$ cat src/rtl/button_panel_pkg.sv
// Shared helpers and default sizing for the button panel.
package button_panel_pkg;

    // Minimum number of bits able to hold values 0 .. value-1 (never below 1).
    function automatic int clog2(input int value);
        int bits;
        bits = 0;
        for (int i = 0; i < 31; i++) begin
            if ((32'd1 << i) < 32'(value)) begin
                bits = i + 1;
            end
        end
        return (bits < 1) ? 1 : bits;
    endfunction

    localparam int DEF_DEBOUNCE_CYCLES   = 50000;
    localparam int DEF_LED_PULSE_CYCLES  = 5000000;
    localparam int DEF_LONG_PRESS_CYCLES = 50000000;

    // Debounce counter stops at N-1, LED timer holds N, hold counter saturates at N+1.
    localparam int DEF_DEBOUNCE_W = clog2(DEF_DEBOUNCE_CYCLES);
    localparam int DEF_LED_W      = clog2(DEF_LED_PULSE_CYCLES + 1);
    localparam int DEF_HOLD_W     = clog2(DEF_LONG_PRESS_CYCLES + 2);

    localparam logic PRESSED_LEVEL = 1'b1;

endpackage

$ cat src/rtl/button_channel.sv
// One button channel: synchroniser, debounce, press strobe, press counter and,
// with BUTTON_PANEL_LONG_PRESS_EN defined, a long-press hold counter.
module button_channel
    import button_panel_pkg::*;
#(
    parameter int COUNT_WIDTH       = 8,
    parameter int DEBOUNCE_CYCLES   = DEF_DEBOUNCE_CYCLES,
    parameter int LONG_PRESS_CYCLES = DEF_LONG_PRESS_CYCLES
) (
    input  logic                   i_clk,
    input  logic                   i_rst_n,
    input  logic                   i_button,
    input  logic                   i_clear,
    output logic                   o_debounced,
    output logic                   o_press,
    output logic                   o_long_press,
    output logic [COUNT_WIDTH-1:0] o_count
);

    localparam int              DB_W    = clog2(DEBOUNCE_CYCLES);
    localparam logic [DB_W-1:0] DB_LAST = DB_W'(DEBOUNCE_CYCLES - 1);

    logic [1:0]             sync_r;
    logic                   deb_r;
    logic [DB_W-1:0]        deb_cnt_r;
    logic                   deb_dly_r;
    logic                   press_r;
    logic [COUNT_WIDTH-1:0] count_r;
    logic                   pressed_s;
    logic                   rise_s;
    logic                   long_hit_s;

    assign pressed_s = (sync_r[1] == PRESSED_LEVEL);
    assign rise_s    = deb_r & ~deb_dly_r;

    // Two-flop synchroniser for the raw asynchronous button.
    always_ff @(posedge i_clk or negedge i_rst_n) begin
        if (!i_rst_n) begin
            sync_r <= 2'b00;
        end else begin
            sync_r <= {sync_r[0], i_button};
        end
    end

    // Debounce: accept a new level only after it differs for DEBOUNCE_CYCLES cycles.
    always_ff @(posedge i_clk or negedge i_rst_n) begin
        if (!i_rst_n) begin
            deb_r     <= 1'b0;
            deb_cnt_r <= '0;
        end else if (pressed_s == deb_r) begin
            deb_cnt_r <= '0;
        end else if (deb_cnt_r == DB_LAST) begin
            deb_r     <= pressed_s;
            deb_cnt_r <= '0;
        end else begin
            deb_cnt_r <= deb_cnt_r + DB_W'(1);
        end
    end

    // Registered rising-edge detect of the debounced level.
    always_ff @(posedge i_clk or negedge i_rst_n) begin
        if (!i_rst_n) begin
            deb_dly_r <= 1'b0;
            press_r   <= 1'b0;
        end else begin
            deb_dly_r <= deb_r;
            press_r   <= rise_s;
        end
    end

    // Wrapping press counter; any clear beats a same-cycle increment.
    always_ff @(posedge i_clk or negedge i_rst_n) begin
        if (!i_rst_n) begin
            count_r <= '0;
        end else if (i_clear || long_hit_s) begin
            count_r <= '0;
        end else if (rise_s) begin
            count_r <= count_r + COUNT_WIDTH'(1);
        end else begin
            count_r <= count_r;
        end
    end

`ifdef BUTTON_PANEL_LONG_PRESS_EN
    localparam int                HOLD_W   = clog2(LONG_PRESS_CYCLES + 2);
    localparam logic [HOLD_W-1:0] HOLD_HIT = HOLD_W'(LONG_PRESS_CYCLES);
    localparam logic [HOLD_W-1:0] HOLD_SAT = HOLD_W'(LONG_PRESS_CYCLES + 1);

    logic [HOLD_W-1:0] hold_r;
    logic              long_r;

    assign long_hit_s   = deb_r && (hold_r == HOLD_HIT);
    assign o_long_press = long_r;

    // Hold counter saturates past the hit value so one hold strobes only once.
    always_ff @(posedge i_clk or negedge i_rst_n) begin
        if (!i_rst_n) begin
            hold_r <= '0;
            long_r <= 1'b0;
        end else begin
            long_r <= long_hit_s;
            if (!deb_r) begin
                hold_r <= '0;
            end else if (hold_r != HOLD_SAT) begin
                hold_r <= hold_r + HOLD_W'(1);
            end else begin
                hold_r <= hold_r;
            end
        end
    end
`else
    // Never true; keeps the hold limit referenced when long press is compiled out.
    assign long_hit_s   = (LONG_PRESS_CYCLES < 0);
    assign o_long_press = 1'b0;
`endif

    assign o_debounced = deb_r;
    assign o_press     = press_r;
    assign o_count     = count_r;

endmodule

$ cat src/rtl/button_panel.sv
// Multi-channel debounced button panel with press counters and a stretched
// activity LED; long-press detection is built when BUTTON_PANEL_LONG_PRESS_EN is defined.
module button_panel
    import button_panel_pkg::*;
#(
    parameter int NUM_BUTTONS       = 4,
    parameter int COUNT_WIDTH       = 8,
    parameter int DEBOUNCE_CYCLES   = DEF_DEBOUNCE_CYCLES,
    parameter int LED_PULSE_CYCLES  = DEF_LED_PULSE_CYCLES,
    parameter int LONG_PRESS_CYCLES = DEF_LONG_PRESS_CYCLES
) (
    input  logic                               i_clk,
    input  logic                               i_rst_n,
    input  logic [NUM_BUTTONS-1:0]             i_button,
    input  logic                               i_clear,
    output logic [NUM_BUTTONS-1:0]             o_debounced,
    output logic [NUM_BUTTONS-1:0]             o_press,
    output logic [NUM_BUTTONS-1:0]             o_long_press,
    output logic [NUM_BUTTONS*COUNT_WIDTH-1:0] o_count,
    output logic                               o_led
);

    localparam int               LED_W    = clog2(LED_PULSE_CYCLES + 1);
    localparam logic [LED_W-1:0] LED_LOAD = LED_W'(LED_PULSE_CYCLES);

    logic [NUM_BUTTONS-1:0] press_s;
    logic [LED_W-1:0]       led_timer_r;
    logic                   led_r;

    for (genvar k = 0; k < NUM_BUTTONS; k++) begin : g_chan
        button_channel #(
            .COUNT_WIDTH       (COUNT_WIDTH),
            .DEBOUNCE_CYCLES   (DEBOUNCE_CYCLES),
            .LONG_PRESS_CYCLES (LONG_PRESS_CYCLES)
        ) u_chan (
            .i_clk        (i_clk),
            .i_rst_n      (i_rst_n),
            .i_button     (i_button[k]),
            .i_clear      (i_clear),
            .o_debounced  (o_debounced[k]),
            .o_press      (press_s[k]),
            .o_long_press (o_long_press[k]),
            .o_count      (o_count[k*COUNT_WIDTH +: COUNT_WIDTH])
        );
    end

    // Retriggerable LED timer; the LED flag tracks timer != 0 as a register.
    always_ff @(posedge i_clk or negedge i_rst_n) begin
        if (!i_rst_n) begin
            led_timer_r <= '0;
            led_r       <= 1'b0;
        end else if (|press_s) begin
            led_timer_r <= LED_LOAD;
            led_r       <= 1'b1;
        end else if (led_timer_r != '0) begin
            led_timer_r <= led_timer_r - LED_W'(1);
            led_r       <= (led_timer_r != LED_W'(1));
        end else begin
            led_timer_r <= led_timer_r;
            led_r       <= 1'b0;
        end
    end

    assign o_press = press_s;
    assign o_led   = led_r;

endmodule
$ cat config.mk
export PLATFORM = sky130hd
export DESIGN_NAME = button_panel
export DESIGN_NICKNAME = d
export VERILOG_FILES = /design/src/rtl/button_panel_pkg.sv /design/src/rtl/button_channel.sv /design/src/rtl/button_panel.sv
export SDC_FILE = /design/constraint.sdc
export NUM_CORES = 1
export LEC_CHECK = 0
export CORE_UTILIZATION = 45
export CTS_CLUSTER_SIZE = 20
export DETAILED_ROUTE_END_ITERATION = 8
export PLACE_DENSITY = 0.75
export SLEW_MARGIN = 20
export SYNTH_ARGS = -nofsm -noshare
export SYNTH_HDL_FRONTEND = slang
export SYNTH_HIERARCHICAL = 1
export SYNTH_SLANG_ARGS = --single-unit
$ cat constraint.sdc
create_clock -name i_clk -period 3.9 [get_ports i_clk]
set_input_delay 0.78 -clock i_clk [delete_from_list [all_inputs] [get_ports i_clk]]
set_output_delay 0.78 -clock i_clk [all_outputs]
set_load 0.05 [all_outputs]
# After elaboration in Yosys (flattened, before gate mapping)
# Index checks and enable logic that the tools add are counted.
totals:
  regBits: 140
  inputBits: 7
  output_inout_bits: 45
  wordCells: 87
classes:
  addsub: 9
  n_eq_ne: 9
  muxes: 20
  n_bitwise: 12
  reduce_logical: 11
ops:
  columns: ["cell", "count"]
  rows:
  - ["16-bit two-way mux", 8]
  - ["16-bit by 1-bit adder with 16-bit output (second input constant)", 4]
  - ["16-bit equality test (second input constant)", 4]
  - ["8-bit two-way mux", 8]
  - ["23-bit two-way mux", 2]
  - ["8-bit by 1-bit adder with 8-bit output (second input constant)", 4]
  - ["23-bit by 1-bit != test with 1-bit output (second input constant)", 1]
  - ["23-bit nonzero test", 1]
  - ["23-bit by 1-bit subtractor with 23-bit output (second input constant)", 1]
  - ["2-bit nonzero test", 5]
  - ["1-bit inverter", 8]
  - ["2-bit AND reduction", 4]
  - ["1-bit AND", 4]
  - ["1-bit equality test", 4]
  - ["4-bit OR reduction", 1]
  - ["1-bit two-way mux", 2]

# Logic depth before layout (Yosys ltp)
# Gate-level depths: netlist (run 1).
logic_depth:
  word_depth: 4
  depth_mapped: 7
  depth_no_buf: 7

# Cells and area by module
# The synthesis (run 1) kept the hierarchy.
by_module_without_submodules:
  columns: ["mod", "instances", "cells_each", "area_each_um2", "seq_area_each_um2"]
  rows:
  - ["button_channel", 4, 126, 1345.0, 725.7]
  - ["button_panel", 1, 143, 1357.6, 600.6]

# Worst setup path before layout (run 1)
# OpenSTA, ideal clock, no wires.
synth_timing:
  kind: "flip-flop to flip-flop"
  start: "register led_timer_r[5]"
  end: "register led_timer_r[22]"
  setup_time_ps: 118
  arrival_time_ps: 1842
  required_ps: 3782
  slack_ps: 1940
  path_stages_with_launch: 6
  n_path_buf: 0
  period_less_slack_ps: 1960
  cell_sequence: "dfrtp_1 > or4_4 > nor3_4 > nand3_2 > or3_1 > a21o_1"
synth_via:
  elab_chain_cells: 3
  elab_cells_between_ends: 5
  classes_between: "add/sub (1); mux (2); reduce/logical (2)"
synth_rtl:
  columns: ["item", "line", "rtl"]
  rows:
  - ["start, declared", "button_panel.sv:27", "logic [LED_W-1:0] led_timer_r;"]
  - ["start signal, assigned", "button_panel.sv:56", "led_timer_r <= led_timer_r - LED_W'(1);"]
  - ["start signal, assigned", "button_panel.sv:59", "led_timer_r <= led_timer_r;"]
  - ["23-bit by 1-bit subtractor with 23-bit output", "button_panel.sv:56", null]
  - ["23-bit two-way mux", "button_panel.sv:55", "end else if (led_timer_r != '0) begin"]
  - ["23-bit two-way mux", "button_panel.sv:52", "end else if (|press_s) begin"]
# Several ways; a longest one is shown, not always the timed one. The select of a mux whose other input is x is not followed.
# A chain may end at the register's enable or synchronous reset.

# Worst setup path after layout (run 1)
layout_timing:
  start: "register g_chan[2].u_chan.count_r[3]"
  end: "output o_count[19]"
layout_rtl:
  columns: ["item", "line", "rtl"]
  rows:
  - ["start, declared", "button_channel.sv:28", "logic [COUNT_WIDTH-1:0] count_r;"]
  - ["start signal, assigned", "button_channel.sv:78", "count_r <= count_r + COUNT_WIDTH'(1);"]
  - ["start signal, assigned", "button_channel.sv:80", "count_r <= count_r;"]
  - ["end, declared", "button_panel.sv:19", "output logic [NUM_BUTTONS*COUNT_WIDTH-1:0] o_count,"]
# No word-level cell between the ends.

==> results.py, run 1 <==
metrics = {
    "global_routing": {
        "grt_max_degree": 84,
        "antenna_found_initial": 0,
        "grt_pass1_wl_um": 23200,
        "grt_pass1_vias": 4913,
        "grt_overflow_total": 0,
        "track_usage_pct": 18.4,
    },
    "cts": {
        "clk_latency_ns": 0.42,
        "cts-root-buf": "clkbuf_16",
        "post_cts_buffers": 0,
        "cts_tree": "yes",
        "cts_resized": 0,
        "cts_htree_levels": 4,
        "cts-hold-fix-buffers": 0,
        "clk_pin_slew_ns": 0.06,
        "cts_buffers": 17,
        "cts.path.max_buffers": 2,
        "cts.sinks": 140,
    },
    "setup_path": {
        "critical-path-top-delay-family": "buffers and inverters",
        "critPathCaptureType": "output pin",
        "crit_fanout": 5,
        "worstSetupStartpointType": "register",
        "reg2reg_depth": 5,
        "reg2reg_to": "led_timer_r[19]$_DFFE_PN0P_",
        "cp_cell_sequence": "clkdlybuf4s50_1",
        "required_ns": 3.12,
        "r2r_slack_ns": 1.74,
        "worstSetupPathType": "reg -> out",
        "arrival_ns": 1.67,
        "cp_num_buf_inv": 1,
        "critPathSlowestCell": "clkdlybuf4s50_1",
        "reg2reg_from": "led_timer_r[0]$_DFFE_PN0P_",
        "slowest_delay_ns": 0.83,
    },
    "layout": {
        "multiInputGateArea_um2": 3050,
        "nFillCells": 1214,
        "diodes": 0,
        "final_cells": 888,
        "regArea_um2": 3500,
        "final_layout_size_suffix_gt1_share_pct": 9.09,
        "nets": 708,
        "area_growth_pct": 18.3,
    },
    "floorplanning": {
        "start_util_pct": 46.2,
        "num_rows": 44,
        "io_pins": 52,
        "fp.dieH_um": 124,
        "die_w_um": 124,
        "fp.coreArea_um2": 14600,
        "die_area_um2": 15500,
    },
    "power": {
        "peakVddDrop_v": 0.000285,
        "power_density_nw_per_um2": 417,
        "power.leakage_nw": 3.53,
    },
    "sta": {
        "fmax_mhz": 408,
        "min_period_ns": 2.45,
        "relSlewSlack_pct": 36.3,
        "finalHoldViolations": 0,
        "setup-tns-final_ns": 0,
        "whs_ns": 0.347,
        "skew_ns": 0.00629,
        "grt_setup_unrepaired": "false",
        "period_share_pct": 62.9,
        "setup_viol": 0,
        "worst_slew_pin_slew_ns": 0.953,
        "final_max_slew_viol_count": 0,
    },
    "yosys": {
        "yosysWarningCount": 6,
        "syn_nets": 664,
        "synthArstFlopShare_pct": 100,
        "ys_seq_elements": 140,
        "yosysSeqAreaShare_pct": 52.0,
        "netlist_area_um2": 6740,
        "synth-main-ff-cell": "dfrtp_1",
        "synthCells": 647,
        "synth_cell_types": 54,
        "synth_edf_count": 0,
        "syn_avg_cell_area_um2": 10.4,
    },
    "detailed_routing": {
        "drcViolationCount": 0,
        "via_count": 4990,
        "routed_wl_um": 13200,
        "postRouteAntennaNets": 0,
        "dr.first_iter.drc_count": 285,
        "routedWlPerCell_um": 14.9,
        "vias_per_cell": 5.62,
        "dr.pass1.iters": 7,
    },
    "placed_design": {
        "port-buffer-count": 47,
        "gp_congestion": 0.850,
        "placedCellCount": 856,
        "hpwl_um": 8510,
    },
    "worst_hold_path": {
        "hp-class": "reg -> reg",
        "holdPathEnd": "g_chan[3].u_chan/sync_r[1]$_DFF_PN0_",
        "whs_path_depth": 0,
        "hp-start": "g_chan[3].u_chan/sync_r[0]$_DFF_PN0_",
    },
    "flow_run": {
        "maxCapViolations": 0,
    },
    "outcome": {
        "status": "finished clean",
    },
}
-- per-stage QoR --
step                setup slack (ns)  area [um^2]  power [mW]  utilization, %
floorplan                       1.94         6740        1.55               -
global placement                1.86         7320        1.59            50.2
detailed placement              1.81         7320        1.59            50.2
CTS                             1.42         7970        3.35            54.6
global route                    1.37         7970        3.42            54.6
finish                          1.45         7970        3.32            54.6
-- worst max-delay path by stage --
stage,endpoint,slack [ns],depth (start not counted),start
6_report,o_count[19],1.45,1,g_chan[2].u_chan/o_count[3]$_DFFE_PN0P_
5_1_grt,o_debounced[3],1.37,1,g_chan[3].u_chan/o_debounced$_DFFE_PN0P_
4_1_cts,o_debounced[1],1.42,1,g_chan[1].u_chan/o_debounced$_DFFE_PN0P_
3_5_place_dp,led_timer_r[21]$_DFFE_PN0P_,1.81,5,led_timer_r[20]$_DFFE_PN0P_
3_3_place_gp,led_timer_r[21]$_DFFE_PN0P_,1.86,5,led_timer_r[20]$_DFFE_PN0P_
2_1_floorplan,led_timer_r[22]$_DFFE_PN0P_,1.94,5,led_timer_r[5]$_DFFE_PN0P_
-- report_power, final --
part           switching (mW)  internal (mW)
clock                   0.618           1.14
sequential             0.0145           1.47
combinational          0.0600         0.0202
-- worst register-to-register path, cell delays in order, from the launching register on --
cell and delay (ns):
dfrtp_1 0.39, or3_1 0.50, nor4_1 0.51, o311ai_1 0.29, o31ai_1 0.26, nand3b_1 0.10
-- cell usage after synthesis (all sizes together) (2+ instances only) --
library cell / count / area (um^2)
nand4: 43 / 269
xnor2: 36 / 315
and4: 5 / 43.8
clkbuf: 11 / 41.3
nand2: 39 / 176
inv: 7 / 26.3
a21oi: 11 / 55.1
o21ai: 3 / 15.0
a31oi: 3 / 18.8
mux2i: 5 / 50.1
xor2: 56 / 490
mux2: 4 / 60.1
a21o: 3 / 22.5
conb: 4 / 15.0
or3: 14 / 87.6
and3: 16 / 105
nor2b: 6 / 37.5
or4b: 4 / 40.0
o31ai: 6 / 45.0
and2: 2 / 13.8
a31o: 2 / 17.5
nor2: 114 / 430
or4: 11 / 101
ha: 10 / 125
buf: 14 / 113
nor3: 14 / 81.3
nor4: 16 / 113
nand4bb: 4 / 45.0
or3b: 4 / 35.0
nand3: 29 / 155
dfrtp: 140 / 3500
-- logic make-up after synthesis --
| logic type | synth area share (%) |
|---|---|
| AND/OR/NAND/NOR | 26.2 |
| flip-flops | 52.0 |
| XOR/XNOR | 12.0 |
| AO/OA/AOI/OAI | 3.45 |
| buffers and inverters | 2.67 |
| adder cells (fa/ha/maj) | 1.86 |
| multiplexers | 1.63 |
| other | 0.223 |
-- final cells by class --
type | count | share of cell area [%]
flip-flops and latches | 140 | 44.0
multi-input cells | 475 | 38.3
repair buffers | 50 | 6.36
clock buffers | 19 | 5.43
well taps | 184 | 2.89
clock inverters | 13 | 2.70
inverters | 7 | 0.330
-- state kept, by name, summed over array words and instances (netlist names) --
register / flops
g_chan.u_chan/o_debounced: 4
g_chan.u_chan/o_count: 32
g_chan.u_chan/sync_r: 8
g_chan.u_chan/deb_cnt_r: 64
g_chan.u_chan/o_press: 4
led_timer_r: 23
o_led: 1
g_chan.u_chan/deb_dly_r: 4
-- routing by layer --
metal / part of all wire, % / up-vias / GRT usage [%] / wire length, um
li1: - / 2345 / - / -
met4: 1.9 / 0 / 7.37 / 251
met2: 49 / 138 / 29.8 / 6500
met3: 5.7 / 26 / 4.60 / 753
met5: 0 / - / 0 / 0
met1: 43 / 2481 / 23.5 / 5710
-- placed cells by master, fill, tap and decap left out, drive strengths merged, types with 6 or more instances in the layout --
master,synthesis,final
a21oi,11,11
and3,16,16
clkbuf,11,19
clkdlybuf4s50,0,46
dfrtp,140,140
ha,10,10
inv,7,9
nand2,39,39
nand3,29,29
nand4,43,43
nor2,114,114
nor2b,6,6
nor3,14,14
nor4,16,16
o31ai,6,6
or3,14,14
or4,11,11
xnor2,36,36
xor2,56,56
No activity file was read; power rests on OpenSTA's default activity.
==> run 2, diff against run 1 <==
- clock period: 3.9 -> 2.5 ns (I/O delays scaled with it)
==> results.py, run 2 (synthesis results as in run 1) <==
metrics = {
    "floorplanning": {
        "io_pins": 52,
        "die_w_um": 124,
        "start_util_pct": 46.2,
        "num_rows": 44,
        "die_area_um2": 15500,
        "fp.dieH_um": 124,
        "fp.coreArea_um2": 14600,
    },
    "detailed_routing": {
        "dr.pass1.iters": 4,
        "routed_wl_um": 13300,
        "drcViolationCount": 0,
        "dr.first_iter.drc_count": 384,
        "vias_per_cell": 5.43,
        "postRouteAntennaNets": 0,
        "routedWlPerCell_um": 14.9,
        "via_count": 4854,
    },
    "layout": {
        "area_growth_pct": 18.3,
        "utilization_pct": 54.6,
        "layout_common_cells": "140 x dfrtp_1, 113 x nor2_1, 56 x xor2_1, 46 x clkdlybuf4s50_1, 43 x nand4_1",
        "largest_register": "g_chan.u_chan/deb_cnt_r",
        "final_layout_size_suffix_gt1_share_pct": 9.72,
        "final_common_cell": "dfrtp_1",
        "largest_reg_flops": 64,
        "nets": 714,
        "diodes": 0,
        "nFillCells": 1238,
    },
    "outcome": {
        "status": "finished clean",
    },
    "setup_path": {
        "critPathCaptureType": "output pin",
        "crit_fanout": 5,
        "cp_cell_sequence": "clkdlybuf4s50_1",
        "critical-path-top-delay-family": "buffers and inverters",
        "critPathSlowestCell": "clkdlybuf4s50_1",
        "worstSetupPathType": "reg -> out",
        "cp_num_buf_inv": 1,
        "r2r_slack_ns": 0.39,
        "required_ns": 2.00,
        "arrival_ns": 1.69,
        "worstSetupStartpointType": "register",
        "slowest_delay_ns": 0.84,
    },
    "cts": {
        "post_cts_buffers": 0,
        "cts.sinks": 140,
        "cts-hold-fix-buffers": 0,
        "cts-root-buf": "clkbuf_16",
        "cts.path.max_buffers": 2,
        "cts_buffers": 17,
        "clk_pin_slew_ns": 0.05,
        "cts_resized": 0,
        "cts_tree": "yes",
        "clk_latency_ns": 0.42,
        "cts_htree_levels": 4,
    },
    "power": {
        "power_density_nw_per_um2": 627,
        "peakVddDrop_v": 0.000520,
        "power.leakage_nw": 3.55,
    },
    "placed_design": {
        "gp_congestion": 0.884,
        "hpwl_um": 8730,
        "port-buffer-count": 47,
    },
    "sta": {
        "min_period_ns": 2.19,
        "setup_viol": 0,
        "relSlewSlack_pct": 51.9,
        "final_max_slew_viol_count": 0,
        "skew_ns": 0.00836,
        "period_share_pct": 87.8,
        "worst_slew_pin_slew_ns": 0.719,
        "fmax_mhz": 456,
        "grt_setup_unrepaired": "false",
        "finalHoldViolations": 0,
        "setup-tns-final_ns": 0,
    },
    "global_routing": {
        "grt_overflow_total": 0,
        "antenna_found_initial": 0,
        "grt_pass1_wl_um": 23600,
        "grt_max_degree": 57,
        "grt_pass1_vias": 5117,
        "track_usage_pct": 18.7,
    },
    "worst_hold_path": {
        "hp-class": "in -> async",
    },
    "flow_run": {
        "maxCapViolations": 0,
    },
}
run 2: worst paths after layout:
check	start	endpoint	cells past startpoint
hold / removal	i_rst_n	g_chan[1].u_chan/o_count[5]$_DFFE_PN0P_	1
setup reg to reg	led_timer_r[0]$_DFFE_PN0P_	led_timer_r[6]$_DFFE_PN0P_	7
setup / recovery	g_chan[3].u_chan/o_count[3]$_DFFE_PN0P_	o_count[27]	1
hold reg to reg	g_chan[0].u_chan/sync_r[0]$_DFF_PN0_	g_chan[0].u_chan/sync_r[1]$_DFF_PN0_	0
min in group i_clk	g_chan[0].u_chan/sync_r[0]$_DFF_PN0_	g_chan[0].u_chan/sync_r[1]$_DFF_PN0_	0
max in group asynchronous	i_rst_n	g_chan[2].u_chan/deb_cnt_r[8]$_DFF_PN0_	2
run 2: power breakdown:
group	switching [mW]	total (mW)	leakage, nW	internal [mW]
Clock	0.933	2.56	0.294	1.62
Sequential	0.0237	2.31	1.93	2.29
Combinational	0.0969	0.131	1.33	0.0344
Total	1.05	5.00	3.55	3.95
run 2: area by class of cell:
class / count / area [um^2] / area share, %
Timing Repair Buffer: 56 / 552 / 6.92
Tap cell: 184 / 230 / 2.89
Multi-Input combinational cell: 475 / 3050 / 38.3
Clock inverter: 10 / 139 / 1.74
Inverter: 7 / 26.3 / 0.330
Sequential cell: 140 / 3500 / 44.0
Clock buffer: 22 / 464 / 5.83
run 2: metal layers:
metal | GRT usage [%] | vias up | wire (um)
li1 | - | 2354 | -
met1 | 23.8 | 2403 | 6130
met2 | 29.9 | 80 | 6550
met3 | 5.76 | 17 | 490
met4 | 6.87 | 0 | 157
met5 | 0 | - | 0
run 2: through the flow:
| stage | std cells | cell area, um^2 | hold WS (ns) | total power, mW | setup slack, ns |
|---|---|---|---|---|---|
| 3_3_place_gp | 862 | 7370 | 0.333 | 2.48 | 0.452 |
| 4_1_cts | 894 | 7970 | 0.0411 | 5.07 | 0.276 |
| 2_1_floorplan | 647 | 6740 | 0.204 | 2.42 | 0.540 |
| 3_5_place_dp | 862 | 7370 | 0.336 | 2.48 | 0.408 |
| 6_report | 894 | 7970 | 0.0442 | 5.00 | 0.306 |
| 5_1_grt | 894 | 7970 | 0.0599 | 5.19 | 0.182 |
==> run 3, diff against run 2 <==
- CORE_MARGIN: default -> 8
- GPL_TIMING_DRIVEN: default -> 1
==> results.py, run 3 (synthesis results as in run 1) <==
metrics = {
    "detailed_routing": {
        "via_count": 4961,
        "routed_wl_um": 13500,
        "dr.pass1.iters": 6,
        "vias_per_cell": 5.54,
        "drcViolationCount": 0,
        "postRouteAntennaNets": 0,
        "routedWlPerCell_um": 15.1,
        "dr.first_iter.drc_count": 345,
    },
    "layout": {
        "final_common_cell": "dfrtp_1",
        "layout_common_cells": "140 x dfrtp_1, 113 x nor2_1, 56 x xor2_1, 46 x clkdlybuf4s50_1, 43 x nand4_1",
        "nets": 715,
        "largest_reg_flops": 64,
        "largest_register": "g_chan.u_chan/deb_cnt_r",
        "area_growth_pct": 18.6,
        "diodes": 0,
        "final_layout_size_suffix_gt1_share_pct": 9.70,
    },
    "sta": {
        "fmax_mhz": 456,
        "min_period_ns": 2.19,
        "finalHoldViolations": 0,
        "finalWorstSetupSlack_ns": 0.305,
        "final_max_slew_viol_count": 0,
        "setup-tns-final_ns": 0,
        "period_share_pct": 87.8,
        "grt_setup_unrepaired": "false",
        "worst_slew_pin_slew_ns": 0.768,
        "setup_viol": 0,
        "relSlewSlack_pct": 48.7,
        "skew_ns": 0.00570,
    },
    "setup_path": {
        "worstSetupStartpointType": "register",
        "cp_cell_sequence": "clkdlybuf4s50_1",
        "slowest_delay_ns": 0.84,
        "critPathSlowestCell": "clkdlybuf4s50_1",
        "cp_num_buf_inv": 1,
        "arrival_ns": 1.69,
        "crit_fanout": 5,
        "required_ns": 2.00,
        "critPathCaptureType": "output pin",
        "worstSetupPathType": "reg -> out",
        "critical-path-top-delay-family": "buffers and inverters",
    },
    "worst_hold_path": {
        "hp-class": "in -> async",
    },
    "placed_design": {
        "place_ws_ns": 0.430,
        "port-buffer-count": 47,
        "gp_congestion": 0.895,
        "hpwl_um": 9300,
    },
    "power": {
        "power.leakage_nw": 3.55,
        "power_density_nw_per_um2": 633,
        "peakVddDrop_v": 0.000413,
    },
    "floorplanning": {
        "num_rows": 44,
        "io_pins": 52,
        "fp.dieH_um": 138,
        "die_w_um": 138,
        "die_area_um2": 19100,
        "start_util_pct": 46.2,
        "fp.coreArea_um2": 14600,
    },
    "global_routing": {
        "antenna_found_initial": 0,
        "grt_overflow_total": 0,
        "grt_pass1_wl_um": 23600,
        "grt_max_degree": 64,
        "grt_pass1_vias": 4949,
        "track_usage_pct": 14.5,
    },
    "outcome": {
        "status": "finished clean",
    },
    "cts": {
        "cts.sinks": 140,
        "cts_buffers": 17,
        "cts_resized": 0,
        "cts-root-buf": "clkbuf_16",
        "clk_latency_ns": 0.41,
        "cts-hold-fix-buffers": 0,
        "post_cts_buffers": 0,
        "cts.path.max_buffers": 2,
        "cts_htree_levels": 4,
        "clk_pin_slew_ns": 0.06,
        "cts_tree": "yes",
    },
    "flow_run": {
        "maxCapViolations": 0,
    },
}
==> run 3: cell types whose count changed in the layout (fill, tap and decap cells not counted), sizes merged <==
cell,before,now
inv,8,7
bufinv,3,4
clkinv,5,3
clkinvlp,1,3
buf,10,11
==> run 3: cell type report <==
type / instances / area, um^2
Sequential cell: 140 / 3500
Clock inverter: 10 / 165
Inverter: 7 / 26.3
Multi-Input combinational cell: 475 / 3050
Tap cell: 184 / 230
Timing Repair Buffer: 57 / 559
Fill cell: 1250 / 6600
Clock buffer: 22 / 454
==> run 3: worst paths after layout <==
| path | cells past startpoint | to | startpoint | slack (ns) |
|---|---|---|---|---|
| hold / removal | 1 | g_chan[1].u_chan/o_count[4]$_DFFE_PN0P_ | i_rst_n | 0.06 |
| min in group i_clk | 0 | g_chan[0].u_chan/sync_r[1]$_DFF_PN0_ | g_chan[0].u_chan/sync_r[0]$_DFF_PN0_ | 0.35 |
| setup / recovery | 1 | o_debounced[3] | g_chan[3].u_chan/o_debounced$_DFFE_PN0P_ | 0.31 |
| setup reg to reg | 5 | led_timer_r[6]$_DFFE_PN0P_ | led_timer_r[5]$_DFFE_PN0P_ | 0.39 |
| hold reg to reg | 0 | g_chan[0].u_chan/sync_r[1]$_DFF_PN0_ | g_chan[0].u_chan/sync_r[0]$_DFF_PN0_ | 0.35 |
| max in group asynchronous | 2 | g_chan[0].u_chan/deb_cnt_r[13]$_DFF_PN0_ | i_rst_n | 1.78 |
==> run 3: per-layer routing <==
metal / global-route usage [%] / up-vias / part of all wire [%]
met5: 0 / - / 0
met4: 5.66 / 0 / 1.5
met3: 4.01 / 17 / 4.0
met2: 23.6 / 82 / 49
met1: 18.0 / 2493 / 45
li1: - / 2369 / -
==> run 3: per-stage QoR <==
stage	cell area (um^2)	power (mW)	util, %	hold WS (ns)	cells
floorplan	6740	2.42	-	0.204	647
global placement	7370	2.48	50.5	0.333	863
detailed placement	7370	2.49	50.5	0.336	863
CTS	7990	5.12	54.8	0.0792	895
global route	7990	5.25	54.8	0.0974	895
finish	7990	5.06	54.8	0.0590	895
==> run 3: where the power goes <==
| group | internal, mW | total (mW) | switching [mW] | leakage, nW |
|---|---|---|---|---|
| registers | 2.29 | 2.31 | 0.0226 | 1.93 |
| clock network | 1.70 | 2.62 | 0.921 | 0.291 |
| logic | 0.0361 | 0.132 | 0.0958 | 1.33 |
| total | 4.02 | 5.06 | 1.04 | 3.55 |
